--- src/rtl/multicycle_control.sv ---
// rtl/multicycle_control.sv - multi-cycle MIPS control FSM with retire counter
//
// Sequences each instruction FETCH..WRITEBACK, one datapath step per clock,
// stalling FETCH/MEMRD/MEMWR on mem_ready. Outputs are Moore-decoded from the
// current state, except FETCH pc_write/ir_write which follow mem_ready.
//
// Optional feature macro: MC_ILLEGAL_TRAP_EN
//   defined   : illegal opcode in DECODE parks the FSM in TRAP (sticky illegal_op)
//   undefined : illegal opcode retires as a NOP, illegal_op tied 0
//
// Ports:
//   clk, rst_n                 clock (rising edge), async active-low reset
//   opcode                     IR[31:26], sampled in DECODE only
//   mem_ready                  memory finished current read/write this cycle
//   pc_write, pc_write_cond    unconditional / branch-conditional PC load
//   branch_ne                  branch condition polarity (1: bne)
//   pc_src[1:0]                PC source: ALU, ALUOut, jump target
//   i_or_d                     memory address select
//   mem_read, mem_write        memory requests
//   ir_write                   IR load
//   reg_dst, mem_to_reg        writeback destination / data select
//   reg_write                  register file write enable
//   alu_src_a, alu_src_b[1:0]  ALU operand selects
//   alu_op[1:0]                ALU operation class
//   state[3:0]                 current state (debug)
//   instr_done                 pulse in the last cycle of each instruction
//   instr_count[CNT_W-1:0]     retired-instruction counter (wraps)
//   illegal_op                 sticky illegal-opcode flag
module multicycle_control #(
    parameter int OPCODE_W = 6,
    parameter int CNT_W    = 16
) (
    input  logic                clk,
    input  logic                rst_n,
    input  logic [OPCODE_W-1:0] opcode,
    input  logic                mem_ready,
    output logic                pc_write,
    output logic                pc_write_cond,
    output logic                branch_ne,
    output logic [1:0]          pc_src,
    output logic                i_or_d,
    output logic                mem_read,
    output logic                mem_write,
    output logic                ir_write,
    output logic                reg_dst,
    output logic                mem_to_reg,
    output logic                reg_write,
    output logic                alu_src_a,
    output logic [1:0]          alu_src_b,
    output logic [1:0]          alu_op,
    output logic [3:0]          state,
    output logic                instr_done,
    output logic [CNT_W-1:0]    instr_count,
    output logic                illegal_op
);

    localparam logic [3:0] S_RST    = 4'd0;
    localparam logic [3:0] S_FETCH  = 4'd1;
    localparam logic [3:0] S_DECODE = 4'd2;
    localparam logic [3:0] S_MEMADR = 4'd3;
    localparam logic [3:0] S_MEMRD  = 4'd4;
    localparam logic [3:0] S_MEMWB  = 4'd5;
    localparam logic [3:0] S_MEMWR  = 4'd6;
    localparam logic [3:0] S_EXEC   = 4'd7;
    localparam logic [3:0] S_RWB    = 4'd8;
    localparam logic [3:0] S_IEXEC  = 4'd9;
    localparam logic [3:0] S_IWB    = 4'd10;
    localparam logic [3:0] S_BRANCH = 4'd11;
    localparam logic [3:0] S_JUMP   = 4'd12;
    localparam logic [3:0] S_TRAP   = 4'd13;

    localparam logic [OPCODE_W-1:0] OP_R    = OPCODE_W'(6'b000000);
    localparam logic [OPCODE_W-1:0] OP_LW   = OPCODE_W'(6'b100011);
    localparam logic [OPCODE_W-1:0] OP_SW   = OPCODE_W'(6'b101011);
    localparam logic [OPCODE_W-1:0] OP_BEQ  = OPCODE_W'(6'b000100);
    localparam logic [OPCODE_W-1:0] OP_BNE  = OPCODE_W'(6'b000101);
    localparam logic [OPCODE_W-1:0] OP_J    = OPCODE_W'(6'b000010);
    localparam logic [OPCODE_W-1:0] OP_ADDI = OPCODE_W'(6'b001000);
    localparam logic [OPCODE_W-1:0] OP_SUBI = OPCODE_W'(6'b001001);
    localparam logic [OPCODE_W-1:0] OP_ANDI = OPCODE_W'(6'b001100);
    localparam logic [OPCODE_W-1:0] OP_ORI  = OPCODE_W'(6'b001101);
    localparam logic [OPCODE_W-1:0] OP_SLTI = OPCODE_W'(6'b001010);

    logic [3:0]          r_state;
    logic [3:0]          w_next;
    logic [OPCODE_W-1:0] r_opcode;
    logic [CNT_W-1:0]    r_count;
    logic [3:0]          w_dispatch;
    logic                w_legal;

    // DECODE dispatch target for the live opcode; w_legal=0 marks illegal.
    always_comb begin
        w_dispatch = S_FETCH;
        w_legal    = 1'b1;
        case (opcode)
            OP_R:                                     w_dispatch = S_EXEC;
            OP_LW, OP_SW:                             w_dispatch = S_MEMADR;
            OP_BEQ, OP_BNE:                           w_dispatch = S_BRANCH;
            OP_J:                                     w_dispatch = S_JUMP;
            OP_ADDI, OP_SUBI, OP_ANDI, OP_ORI, OP_SLTI: w_dispatch = S_IEXEC;
            default: begin
                w_legal = 1'b0;
`ifdef MC_ILLEGAL_TRAP_EN
                w_dispatch = S_TRAP;
`else
                w_dispatch = S_FETCH;
`endif
            end
        endcase
    end

    always_comb begin
        w_next = S_RST;
        case (r_state)
            S_RST:    w_next = S_FETCH;
            S_FETCH:  w_next = mem_ready ? S_DECODE : S_FETCH;
            S_DECODE: w_next = w_dispatch;
            // lw/sw split uses the opcode captured in DECODE, not the live bus
            S_MEMADR: w_next = (r_opcode == OP_LW) ? S_MEMRD : S_MEMWR;
            S_MEMRD:  w_next = mem_ready ? S_MEMWB : S_MEMRD;
            S_MEMWR:  w_next = mem_ready ? S_FETCH : S_MEMWR;
            S_EXEC:   w_next = S_RWB;
            S_IEXEC:  w_next = S_IWB;
            S_MEMWB, S_RWB, S_IWB, S_BRANCH, S_JUMP: w_next = S_FETCH;
`ifdef MC_ILLEGAL_TRAP_EN
            S_TRAP:   w_next = S_TRAP;
`endif
            default:  w_next = S_RST;
        endcase
    end

    // Retire strobe: last committing cycle of each instruction.
    always_comb begin
        instr_done = 1'b0;
        case (r_state)
            S_MEMWB, S_RWB, S_IWB, S_BRANCH, S_JUMP: instr_done = 1'b1;
            S_MEMWR:  instr_done = mem_ready;
`ifndef MC_ILLEGAL_TRAP_EN
            S_DECODE: instr_done = ~w_legal;
`endif
            default:  instr_done = 1'b0;
        endcase
    end

    always_ff @(posedge clk or negedge rst_n) begin
        if (!rst_n) begin
            r_state  <= S_RST;
            r_opcode <= '0;
            r_count  <= '0;
        end else begin
            r_state <= w_next;
            if (r_state == S_DECODE)
                r_opcode <= opcode;
            if (instr_done)
                r_count <= r_count + 1'b1;
        end
    end

`ifdef MC_ILLEGAL_TRAP_EN
    logic r_illegal;
    always_ff @(posedge clk or negedge rst_n) begin
        if (!rst_n)
            r_illegal <= 1'b0;
        else if (r_state == S_DECODE && !w_legal)
            r_illegal <= 1'b1;
    end
    assign illegal_op = r_illegal;
`else
    assign illegal_op = 1'b0;
`endif

    assign state       = r_state;
    assign instr_count = r_count;

    always_comb begin
        pc_write      = 1'b0;
        pc_write_cond = 1'b0;
        branch_ne     = 1'b0;
        pc_src        = 2'b00;
        i_or_d        = 1'b0;
        mem_read      = 1'b0;
        mem_write     = 1'b0;
        ir_write      = 1'b0;
        reg_dst       = 1'b0;
        mem_to_reg    = 1'b0;
        reg_write     = 1'b0;
        alu_src_a     = 1'b0;
        alu_src_b     = 2'b00;
        alu_op        = 2'b00;
        case (r_state)
            S_FETCH: begin
                // PC+4 and IR load only on the edge the fetch completes
                mem_read  = 1'b1;
                alu_src_b = 2'b01;
                pc_write  = mem_ready;
                ir_write  = mem_ready;
            end
            S_DECODE: alu_src_b = 2'b11;
            S_MEMADR: begin
                alu_src_a = 1'b1;
                alu_src_b = 2'b10;
            end
            S_MEMRD: begin
                mem_read = 1'b1;
                i_or_d   = 1'b1;
            end
            S_MEMWB: begin
                reg_write  = 1'b1;
                mem_to_reg = 1'b1;
            end
            S_MEMWR: begin
                mem_write = 1'b1;
                i_or_d    = 1'b1;
            end
            S_EXEC: begin
                alu_src_a = 1'b1;
                alu_op    = 2'b10;
            end
            S_RWB: begin
                reg_write = 1'b1;
                reg_dst   = 1'b1;
            end
            S_IEXEC: begin
                alu_src_a = 1'b1;
                alu_src_b = 2'b10;
                alu_op    = 2'b11;
            end
            S_IWB: reg_write = 1'b1;
            S_BRANCH: begin
                alu_src_a     = 1'b1;
                alu_op        = 2'b01;
                pc_write_cond = 1'b1;
                pc_src        = 2'b01;
                branch_ne     = (r_opcode == OP_BNE);
            end
            S_JUMP: begin
                pc_write = 1'b1;
                pc_src   = 2'b10;
            end
            default: ;
        endcase
    end

endmodule
--- config.mk ---
export PLATFORM = sky130hd
export DESIGN_NAME = multicycle_control
export DESIGN_NICKNAME = d
export VERILOG_FILES = /design/src/rtl/multicycle_control.sv
export SDC_FILE = /design/constraint.sdc
export NUM_CORES = 1
export LEC_CHECK = 0
export ABC_CLOCK_PERIOD_IN_PS = 4100
export CAP_MARGIN = 20
export CORE_ASPECT_RATIO = 0.7
export CORE_UTILIZATION = 50
export DETAILED_ROUTE_END_ITERATION = 7
export GPL_TIMING_DRIVEN = 0
export PLACE_DENSITY = 0.85
export SYNTH_ARGS = -nofsm -noshare
export SYNTH_HDL_FRONTEND = slang
export SYNTH_SLANG_ARGS = --single-unit
--- constraint.sdc ---
create_clock -name clk -period 4.1 [get_ports clk]
set_input_delay 0.41 -clock clk [delete_from_list [all_inputs] [get_ports clk]]
set_output_delay 0.41 -clock clk [all_outputs]
set_load 0.02 [all_outputs]
==> flow_summary.yaml <==
drt:
  drt-total-wl_um: 3620
  ant_nets: 0
  drt_iter0_markers: 88
  first_pass_iters: 4
  vias: 1361
  post-route-drc-count: 0
  via_per_inst: 5.65
  wire_per_inst_um: 15.0
setup_path:
  crit_chain: "buf_6 > nor4b_4 > o31ai_2 > o32ai_4 > buf_6 > clkdlybuf4s50_1"
  crit_buf_inv: 3
  worstPathMaxFanout: 10
  endpoint: "instr_done"
  reg2reg_from: "state[3]"
  crit_arrival_ns: 2.86
  crit_family: "buffers and inverters"
  rrSetupSlack_ns: 1.74
  critical_path.startpoint: "state[3]"
  cp-start-kind: "flop"
  r2r_cells: 7
  cp_common_cell: "buf_6"
  worstPathRequired_ns: 3.69
  r2r-end: "instr_count[12]"
  slowest_stage: "clkdlybuf4s50_1"
  cp_num_cells: 6
  crit_type: "flop to output port"
  cpPeakStageDelay_ns: 0.61
  end_kind: "output port"
global_routing:
  use_met1_pct: 38.3
  busiest_layer: "met1"
  grtUsageMet3_pct: 5.90
  grt_usage_pct: 24.1
  antenna_found_initial: 0
  grt_pass1_vias: 1289
  grt_first_pass_wirelength_um: 6110
  grt_overflow: 0
  grt_max_degree: 27
  grt_use_met2_pct: 34.6
layout:
  diodes: 0
  num-fill-cells: 200
  multi_input_area_sq_um: 840
  final_nets: 216
  final_layout_size_suffix_gt1_share_pct: 11.2
  syn2layout_area_growth_pct: 38.6
  seq_area_sq_um: 651
  final_util_pct: 75.0
sta:
  finClkSkew_ns: 0.00176
  finalHoldViolations: 0
  setup_ws_ns: 0.826
  tns_ns: 0
  relSlewSlack_pct: 60.9
  tightestPinTransition_ns: 0.585
  max_freq_mhz: 305
  drv_slew: 0
  final.period_utilization_pct: 79.9
  fin_crit_ns: 3.27
  rsz0062_at_grt: "no"
  setup_viol: 0
synthesis:
  synth_top_area_cell: "dfrtp_1"
  ys_seq_area_share_pct: 41.7
  synth_enable_flop_cells: 0
  ys.warnings.count: 0
  avgSynthCellArea_sq_um: 10.1
  synth_top_area_share_pct: 41.7
  synth_seq_cells: 26
  syn_area_sq_mm: 0.00156
  synthTopCellsByCount: "dfrtp_1, xnor2_1, nor2_1, nand2b_1"
  synthTopCellsByArea: "dfrtp_1, xnor2_1, mux2_2"
  ys_types: 44
  syn-num-nets: 164
  synth.most_common_cell: "dfrtp_1"
  synth_flop_cell: "dfrtp_1"
  synth-async-reset-ratio_pct: 100
  synthCells: 154
pwr:
  swShare_pct: 41.4
  power.switching_w: 0.000638
  comb_power_share_pct: 59.0
  power_density_mw_per_mm2: 713
  leakagePower_nw: 0.861
  worst_ir_drop_vdd_uv: 457
  p_seq_share_pct: 27.6
  internal-power_w: 0.000904
  power_frac_clock_pct: 13.4
placed_design:
  routabilityCongestion: 0.832
  dp_hpwl_um: 2660
  port_buffers: 46
  post-place-ws_ns: 1.01
clock_network:
  post_cts_resized: 0
  htree_levels: 1
  cts_setup_buffers: 0
  clkSinkCount: 26
  clk_latency_ns: 0.27
  clk_root_buffer_cell: "clkbuf_8"
  numCtsBuffers: 3
  tritoncts: "built"
  path_clk_slew_ns: 0.09
  cts_hold_buf: 0
  clockBufferDepth: 2
floorplanning:
  die_area_sq_mm: 0.00335
  coreArea_sq_mm: 0.00288
  pin_count: 48
  start_util_pct: 54.1
  die_w_um: 68.7
  die-height_um: 48.7
  rows: 16
min_path:
  hold_path_class: "primary input to async pin"
job:
  maxCapViolations: 0
run_status:
  status: "complete, no violations"
per-stage QoR:
stage / instance area, sq um / total power, W / cells / hold slack [ns]
6_report: 2160 / 0.00154 / 241 / 0.374
5_1_grt: 2160 / 0.00164 / 241 / 0.373
3_3_place_gp: 2060 / 0.00131 / 236 / 0.459
4_1_cts: 2140 / 0.00154 / 240 / 0.482
2_1_floorplan: 1560 / 0.000984 / 154 / 0.114
3_5_place_dp: 2060 / 0.00133 / 236 / 0.470
worst min path at each step:
stage,startpoint,endpoint,slack [ns],depth (start not counted)
after floorplan,rst_n,instr_count[0],0.11,0
after global placement,instr_count[15],instr_count[15],0.46,1
after detailed placement,instr_count[15],instr_count[15],0.47,1
after CTS,instr_count[15],instr_count[15],0.48,1
after global routing,rst_n,state[1],0.37,1
final,rst_n,r_opcode[2],0.37,1
cell type report:
type,count,area share [%]
multi-input cells,116,38.9
flip-flops and latches,26,30.1
repair buffers,47,22.5
plain buffers,10,2.84
well taps,36,2.08
clock buffers,3,1.91
clock inverters,1,1.39
inverters,2,0.347
cell families after synthesis:
kind of cell	share of synthesized area, %
AND/OR/NAND/NOR	27.6
multiplexers	5.70
flip-flops	41.7
other	0.241
adder cells (fa/ha/maj)	0.802
AO/OA/AOI/OAI	9.95
XOR/XNOR	9.55
buffers and inverters	4.41
cells in the final DEF, fill, tap and decap left out, drive strengths merged, types with 5 or more instances in the layout:
master | synthesis | final
clkbuf | 4 | 8
nand4 | 6 | 6
and3 | 7 | 7
mux2 | 7 | 7
dfrtp | 26 | 26
nand3 | 7 | 7
nand2 | 6 | 6
xnor2 | 16 | 16
nor2 | 10 | 10
a21oi | 5 | 5
nor3 | 6 | 6
buf | 6 | 6
clkdlybuf4s50 | 0 | 46
nand2b | 8 | 8
power groups by stage:
stage / Sequential [W] / Combinational (W) / Clock, W
6_report: 0.000425 / 0.000909 / 0.000207
5_1_grt: 0.000439 / 0.000981 / 0.000219
4_1_cts: 0.000424 / 0.000908 / 0.000211
3_5_place_dp: 0.000427 / 0.000903 / 0
3_3_place_gp: 0.000422 / 0.000885 / 0
2_1_floorplan: 0.000472 / 0.000512 / 0
state kept, by name, summed over array words and instances, names as in the netlist:
name and count:
instr_count 16, r_opcode 6, state 4
routing by layer:
metal | vias up | wire length (um)
met2 | 55 | 1580
li1 | 656 | -
met4 | 0 | 9
met1 | 648 | 1780
met5 | - | 0
met3 | 2 | 250
Note: power is estimated with default switching activity, not from simulation.
